[config.mk]
export PLATFORM = sky130hd
export DESIGN_NAME = load_store_unit
export DESIGN_NICKNAME = d
export VERILOG_FILES = /design/src/rtl/load_store_unit.sv
export SDC_FILE = /design/constraint.sdc
export NUM_CORES = 1
export LEC_CHECK = 0
export ABC_CLOCK_PERIOD_IN_PS = 3400
export CORE_ASPECT_RATIO = 1.2
export CORE_MARGIN = 3
export CORE_UTILIZATION = 44
export CTS_BUF_LIST = sky130_fd_sc_hd__clkbuf_4
export DETAILED_ROUTE_END_ITERATION = 12
export HOLD_SLACK_MARGIN = 0.08
export PLACE_DENSITY = 0.82
export SLEW_MARGIN = 20
export SYNTH_ARGS = -nofsm -noshare
export SYNTH_HDL_FRONTEND = slang
export SYNTH_SLANG_ARGS = --single-unit
[constraint.sdc]
create_clock -name clk -period 3.4 [get_ports clk]
set_clock_uncertainty 0.15 [all_clocks]
set_input_delay 0.68 -clock clk [delete_from_list [all_inputs] [get_ports clk]]
set_output_delay 0.68 -clock clk [all_outputs]
set_load 0.05 [all_outputs]
[src/rtl/load_store_unit.sv]
// Load/store unit: turns one execute-stage memory op into a
// req/gnt/rvalid bus access and returns the extended load result.
module load_store_unit #(
  localparam int XLEN = 32
) (
  input  logic            clk,
  input  logic            rst_n,
  input  logic            req_c,
  input  logic            we_c,
  input  logic [2:0]      funct3_c,
  input  logic [XLEN-1:0] addr_i,
  input  logic [XLEN-1:0] wdata_i,
  output logic            stall_o,
  output logic            done_o,
  output logic            err_o,
  output logic [XLEN-1:0] rdata_o,
  output logic            mem_req_o,
  output logic            mem_we_o,
  output logic [XLEN-1:0] mem_addr_o,
  output logic [XLEN-1:0] mem_wdata_o,
  output logic [3:0]      mem_be_o,
  input  logic            mem_gnt_i,
  input  logic            mem_rvalid_i,
  input  logic [XLEN-1:0] mem_rdata_i
);

  typedef enum logic [1:0] {
    IDLE,
    REQ,
    WAIT,
    RESP
  } state_t;

  state_t            state;
  logic              we_q;
  logic [2:0]        f3_q;
  logic [1:0]        off_q;
  logic              illegal;
  logic              accept;
  logic [3:0]        be_n;
  logic [XLEN-1:0]   wd_n;
  logic [7:0]        byte_v;
  logic [15:0]       half_v;
  logic [XLEN-1:0]   ext;

  always_comb begin
    illegal = 1'b0;
    case (funct3_c)
      3'b000:  illegal = 1'b0;
      3'b001:  illegal = addr_i[0];
      3'b010:  illegal = |addr_i[1:0];
      3'b100:  illegal = we_c;
      3'b101:  illegal = we_c | addr_i[0];
      default: illegal = 1'b1;
    endcase
  end

  assign accept = (state == IDLE) && req_c && !illegal;

  always_comb begin
    be_n = 4'b1111;
    wd_n = '0;
    if (we_c) begin
      unique case (funct3_c[1:0])
        2'b10: begin
          be_n = 4'b1111;
          wd_n = wdata_i;
        end
        2'b01: begin
          be_n = addr_i[1] ? 4'b1100 : 4'b0011;
          wd_n = {2{wdata_i[15:0]}};
        end
        default: begin
          be_n = 4'b0001 << addr_i[1:0];
          wd_n = {4{wdata_i[7:0]}};
        end
      endcase
    end
  end

  // f3_q[2] marks the unsigned (BU/HU) variants
  always_comb begin
    byte_v = mem_rdata_i[{off_q, 3'b000} +: 8];
    half_v = off_q[1] ? mem_rdata_i[31:16]
                      : mem_rdata_i[15:0];
    unique case (f3_q[1:0])
      2'b00:   ext = {{24{byte_v[7] & ~f3_q[2]}}, byte_v};
      2'b01:   ext = {{16{half_v[15] & ~f3_q[2]}}, half_v};
      default: ext = mem_rdata_i;
    endcase
  end

  always_ff @(posedge clk or negedge rst_n) begin
    if (!rst_n) begin
      state       <= IDLE;
      we_q        <= 1'b0;
      f3_q        <= '0;
      off_q       <= '0;
      mem_addr_o  <= '0;
      mem_wdata_o <= '0;
      mem_be_o    <= '0;
      rdata_o     <= '0;
    end else begin
      unique case (state)
        IDLE: begin
          if (accept) begin
            state       <= REQ;
            we_q        <= we_c;
            f3_q        <= funct3_c;
            off_q       <= addr_i[1:0];
            mem_addr_o  <= {addr_i[31:2], 2'b00};
            mem_wdata_o <= wd_n;
            mem_be_o    <= be_n;
          end
        end
        REQ: begin
          if (mem_gnt_i) state <= we_q ? RESP : WAIT;
        end
        WAIT: begin
          if (mem_rvalid_i) begin
            rdata_o <= ext;
            state   <= RESP;
          end
        end
        RESP: state <= IDLE;
      endcase
    end
  end

  assign mem_req_o = (state == REQ);
  assign mem_we_o  = (state == REQ) && we_q;
  assign done_o    = (state == RESP);
  assign err_o     = rst_n && (state == IDLE)
                     && req_c && illegal;
  assign stall_o   = rst_n && (accept
                     || state == REQ
                     || state == WAIT);

endmodule

==> results by group <==
Worst setup path
  • R2r worst-path depth: 7
  • Critical Path Max Stage Delay: 0.46 ns
  • Worst R2R Setup Slack: 0.78 ns
  • Critical Path Source Type: input pin
  • Worst-path fanout max: 3
  • Slowest-stage cell, CP: or4b_1
  • Critical path class: input pin to output port
  • CP arrival: 2.51 ns
  • Cell Chain, Critical Path: clkdlybuf4s50_1 -> inv_2 -> ha_2 -> or4b_1 -> o21ai_2 -> and3_4 -> o31a_1 -> buf_12
  • WP buf/inv: 3
  • Reg-to-reg startpoint: state[0]
  • CP required: 2.57 ns
  • Worst R2R End: mem_wdata_o[13]
  • CP endpoint kind: output port
  • Delay-heaviest family, CP: buffers and inverters

CTS
  • Reg clk slew, reported paths: 0.15 ns
  • Post-CTS Setup Bufs: 0
  • Clock sink count: 106
  • Clk_lat worst skew: 0.45 ns
  • Root Buffer: clkbuf_4
  • H-tree depth: 3
  • TritonCTS buffer count: 9
  • CTS Buffer Depth: 2
  • TritonCTS clock tree: built

STA
  • # setup viols final: 0
  • Slew HR: 0.453
  • Final Hold Viols: 0
  • Setup WS post-layout: 0.0585 ns
  • Fin Setup TNS: 0 ns
  • Max Slew Vio Count: 0
  • RSZ-0062 raised after global routing: false
  • Max Fclk: 0.299 GHz
  • Final period util: 0.983
  • Slew @ Worst Pin: 0.820 ns
  • Min Clock Period, post-route: 3.34 ns

GRT
  • Global route overflow: 0
  • Initial antenna violation count: 0
  • Vias in the first global route: 5,016
  • Pin count of the biggest net entering global routing: 64
  • GRT Overall Usage: 0.249
  • First-pass GRT wire length: 25,500 um

Cells and area
  • Most frequent cells in the layout: clkdlybuf4s50_1, nand2_1, dfrtp_1
  • NumNets Final: 857
  • Core Util, Final: 0.673
  • Most common cell after layout, fill and taps aside: clkdlybuf4s50_1
  • Area delta synth->final: 48.0%
  • Ratio of cells with drive above 1 in the final layout: 0.0669
  • Layout Cells excl Fill: 901
  • Antenna diodes: 0

Status
  • Status: complete, no violations

Floorplanning
  • Starting density of the core: 0.455
  • Die area: 0.0128 mm^2
  • FP Rows: 42
  • IO Pins: 210
  • Horiz. Die Dim: 104 um
  • Core ar.: 0.0111 mm^2
  • Die Ht: 123 um

Synthesis
  • Synth Register Bits: 106
  • Largest family of logic cells by synthesized area: simple AND/OR/NAND/NOR gates
  • Post-Syn Area per Cell: 9.34 um^2
  • Top cells by area, synth: dfrtp_1, nand2_1, mux2i_1, mux4_2, a221o_1
  • Cells after Synth: 540
  • Asr flop ratio synth: 1.00
  • XOR/XNOR Fraction of Synth Area: 0
  • Synthesized cell area: 0.00504 mm^2
  • Top cell type's share of synthesized area: 0.526
  • Main flop type after synthesis: dfrtp_1
  • Mux cell area share after synthesis: 0.0737
  • Ys Warns: 0
  • Yosys cell types: 35
  • Synth Area in Adders: 0.0199
  • Synth Area in Compound Gates: 0.120
  • Register area share after synthesis: 0.526
  • Post-synth EDFFs: 0
  • Simple-Gate Fraction of Synth Area: 0.223
  • Yosys top cell by area: dfrtp_1

Pwr
  • PwrDens: 1000 mW/mm^2
  • Int Pwr: 3630 uW
  • Switch share: 0.515
  • Switching power: 3850 uW
  • Gate power share: 0.621
  • Sequential share of power: 0.296
  • VDD IR-drop max: 0.651 mV
  • Clk pwr share: 0.083
  • Power Total: 7490 uW
  • Leak: 0.00341 uW

Detailed routing
  • DRT iter0 DRCs: 274
  • Vias/cell: 5.44
  • Routed Antenna Nets: 0
  • Pre-Repair DR Iteration Count: 5
  • Final wirelength: 16,100 um
  • Drt wl/cell: 17.8 um
  • DRC: 0
  • Vias after detailed routing: 4,903

Placed design
  • Port Buffers: 207
  • Post-DP HPWL: 12,100 um
  • Routability-driven placement congestion ratio: 0.889
  • Worst slack, placed: -0.0853 ns
  • Inst Count DP: 886

Hold path
  • Min-delay worst type: register to register
  • Hold_sp: mem_wdata_o[2]
  • End of the worst hold path: mem_wdata_o[2]
  • Hold Path Depth: 2

Run
  • Max Cap Viol: 0
## logic make-up (layout without fill, tap and decap cells)
| logic type | count (synthesis) | after routing |
|---|---|---|
| buf+inv | 45 | 251 |
| compound gates | 90 | 90 |
| simple gates | 263 | 263 |
| mux | 27 | 27 |
| other cells | 1 | 2 |
| fa+ha+maj | 8 | 8 |
| flops | 106 | 106 |
## registers in the layout (all words and copies together), names as in the netlist
register,flops
mem_wdata_o,32
rdata_o,32
mem_addr_o,30
mem_be_o,4
f3_q,3
off_q,2
state,2
we_q,1
## synthesized netlist by cell type (4+ instances only)
| library cell | n |
|---|---|
| a21oi_1 | 26 |
| a31oi_1 | 5 |
| buf_2 | 7 |
| clkbuf_1 | 23 |
| ha_1 | 8 |
| o211ai_1 | 10 |
| nand3_1 | 27 |
| mux2i_1 | 18 |
| dfrtp_1 | 106 |
| nand2_1 | 183 |
| and3_1 | 17 |
| nor2_1 | 19 |
| buf_1 | 4 |
| a221o_1 | 15 |
| inv_1 | 9 |
| o21ai_0 | 21 |
| o2111ai_1 | 8 |
| mux4_2 | 8 |
## layer usage
metal / part of all wire / global-route usage
met5: 0 / 0
met4: 0.029 / 0.106
met3: 0.090 / 0.0632
met2: 0.51 / 0.443
met1: 0.38 / 0.288
## worst max path at each step
stage                 from              end  slack [ns]  cells after the start
2_1_floorplan  funct3_c[0]          stall_o        0.21                      7
3_3_place_gp   funct3_c[0]  mem_wdata_o[19]       0.009                     11
4_1_cts        funct3_c[1]          stall_o        0.06                      8
6_report       funct3_c[0]          stall_o        0.06                      8
3_5_place_dp   funct3_c[0]  mem_wdata_o[23]       -0.09                     11
5_1_grt        funct3_c[0]          stall_o       0.003                      8
## final cells by class
class,instances,area [um^2]
inverter,9,33.8
sequential,106,2650
fill,903,3620
multi-input combinational,390,2220
clock buffer,9,67.6
timing repair buffer,228,2240
clock inverter,5,57.6
tap,154,193
## worst min-delay path, delay by kind of cell (launching register included)
family / cells / cell delay, ns
DFF: 1 / 0.38
and+or+nand+nor: 2 / 0.10
## timing repair
item | in CTS | in global routing
hold buffers | 1 | 0
hold endpoints to repair | 19 | 0
endpoints found under the setup margin | 0 | 1
resized for setup | 0 | 5
## per-stage QoR
step,hold WS [ns],instance area [um^2]
floorplan,0.234,5050
global placement,0.301,7320
detailed placement,0.309,7320
CTS,0.341,7450
global route,0.363,7460
finish,0.342,7460
## power groups by stage
stage / combinational, uW / sequential [uW] / clock (uW)
6_report: 4650 / 2210 / 623
5_1_grt: 4900 / 2280 / 677
4_1_cts: 4680 / 2220 / 640
3_5_place_dp: 4670 / 2240 / 0
3_3_place_gp: 4600 / 2220 / 0
2_1_floorplan: 1150 / 4050 / 0
Power figures use the tool's default switching activity.
==> RTL change (config.mk and constraints unchanged) <==
Make the reset (`rst_n`) synchronous in one clocked block.
--- a/src/rtl/load_store_unit.sv
+++ b/src/rtl/load_store_unit.sv
@@ -92,3 +92,3 @@
 
-  always_ff @(posedge clk or negedge rst_n) begin
+  always_ff @(posedge clk) begin
     if (!rst_n) begin
Function: differs if rst_n is asserted again (counterexample within 4 cycles, from zero or initial values and one cycle with rst_n low); with rst_n held inactive, the same outputs for 10 cycles.
==> RTL change against the original RTL <==
Synthesized cell count up 16%. Critical path depth increased by 1. Final area is 1.2% lower. Area after synthesis rose by 0.22%. Worst setup slack gained 47 ps. Global-route usage down 0.55 points. Non-clock buffer count is 2 lower. Wire length grew 1.7%. Sequential cell count stayed put. Critical endpoint unchanged. Largest cell class is now multi-input combinational cells. Highest routed layer is now met5.
Power is not compared: it rests on default switching activity, and its combinational part moved more than twofold at a synthesized area within 25%.
==> RTL change: results <==
[setup_path]
slowest_stage = clkdlybuf4s50_1
r2r_slack_ps = 1090
r2r-end = mem_wdata_o[29]
cp_max_fo = 3
worst_r2r_path_depth = 7
crit_family = buffers and inverters
cp.arrival_ps = 2460
critPathMaxStageDelay_ps = 440
rr_startpoint = state[0]

[cells_and_area]
fillCellCount = 952
nNetsFinal = 927
n_antenna_cell = 0
final_common_cell = clkdlybuf4s50_1
largestRegisters = mem_wdata_o (32), rdata_o (32), mem_addr_o (30)
drive_gt1_frac = 0.0696
stdcell_count = 973

[placed_design]
place_hpwl_mm = 12.1
placedCellCount = 957
gp_congestion = 0.993
numPortBuffers = 207

[yosys]
synthFlopType = dfxtp_1
yosys-top-cells-area = dfxtp_1 42%, nand2_1 13%, a21boi_0 6.4%
yosysSeqAreaShare = 0.420
synth_commonest_cells = 169 x nand2_1, 106 x dfxtp_1, 43 x a21boi_0
synthArstFlopShare = 0
ys_warn_count = 0
avgSynthCellArea_sq_um = 8.03
synth_cell_types = 48

[cts]
path_clk_slew_ps = 150
clockBufferDepth = 2
clk_latency_ps = 430
post_cts_buffers = 0
cts_root_buf = clkbuf_4
cts_max_level = 3
cts_buffers = 9

[status]
outcome = completed

[power]
power_leakage_uw = 0.00265
peakVddDrop_mv = 0.322

[timing]
hold_viol = 0
slew-limit-headroom = 0.488

[hold_path]
worstHoldPathCells = 2
hp-start = mem_wdata_o[3]
holdPathEnd = mem_wdata_o[3]
hp-class = reg2reg

[drt]
wire_per_inst_um = 16.8
vias_per_cell = 5.45
first_pass_iters = 4
initialDrtViolationCount = 254

[global_routing]
grt_pass1_wl_mm = 25.5
track_usage = 0.243
antenna_found_initial = 1
grt_max_degree = 69
RTL change: cell count changes in the layout (fill, tap and decap cells not counted), moves of 14 or more:
| cell | change |
|---|---|
| dfrtp_1 | -106 |
| dfxtp_1 | +106 |
| a21boi_0 | +43 |
| a21boi_1 | +24 |
| and3_1 | -16 |
| a221o_1 | -15 |
| mux2i_1 | -15 |
| nand2_1 | -14 |
RTL change: routing by layer:
| layer | track usage | routed length (um) | vias up |
|---|---|---|---|
| met5 | 0 | 13 | - |
| met4 | 0.121 | 692 | 2 |
| met3 | 0.0919 | 1740 | 51 |
| met2 | 0.422 | 7940 | 275 |
| met1 | 0.262 | 5950 | 2432 |
| li1 | - | - | 2541 |
RTL change: kinds of logic (layout without fill, tap and decap cells):
family | count (synthesis) | after routing | share of synthesized area
adders and majority gates | 8 | 8 | 0.0198
buffers and inverters | 69 | 258 | 0.0676
muxes | 10 | 10 | 0.0215
and+or+nand+nor | 235 | 235 | 0.198
DFF | 106 | 106 | 0.420
other | 1 | 2 | 0.000742
AOI/OAI and AO/OA | 200 | 200 | 0.273
RTL change: final cells by class:
cell class / count / area share
inverters: 16 / 0.00815
well taps: 154 / 0.0261
repair buffers: 226 / 0.303
clock inverters: 5 / 0.00424
flip-flops and latches: 106 / 0.288
clock buffers: 11 / 0.0112
multi-input cells: 455 / 0.359
RTL change: where the power goes:
part	internal (uW)	leakage, uW	total [uW]	switching (uW)
clock network	164	0.0000565	561	397
registers	1400	0.000860	1500	102
logic	588	0.00173	1620	1030
total	2150	0.00265	3680	1530
RTL change: stage by stage:
step	hold slack [ps]	instance area, sq um	setup slack (ps)
6_report	308	7370	105
5_1_grt	329	7370	6.38
4_1_cts	313	7320	14.0
3_5_place_dp	296	7200	-55.5
3_3_place_gp	288	7200	3.06
2_1_floorplan	289	5060	347
RTL change: repair_timing:
action / CTS / global route
gates resized for setup: 3 / 9
endpoints found under the setup margin: 1 / 2
pin swaps: 0 / 4
RTL change: worst register-to-register path: cells and delay by family (launching register included):
kind / cells / cell delay, ps
AND/OR/NAND/NOR: 1 / 190
flip-flops: 1 / 370
AO/OA/AOI/OAI: 3 / 630
adder cells (fa/ha/maj): 1 / 240
buffers and inverters: 2 / 680
RTL change: how the worst max path moves through the flow:
stage                            from               to  slack, ps  cells past startpoint
final                     funct3_c[0]          stall_o        110                      9
after global routing      funct3_c[0]          stall_o          6                      9
after detailed placement  funct3_c[0]  mem_wdata_o[25]        -60                     10
after CTS                 funct3_c[0]            err_o         10                      9
after global placement    funct3_c[0]          stall_o          3                      8
after floorplan           funct3_c[0]          stall_o        350                      8
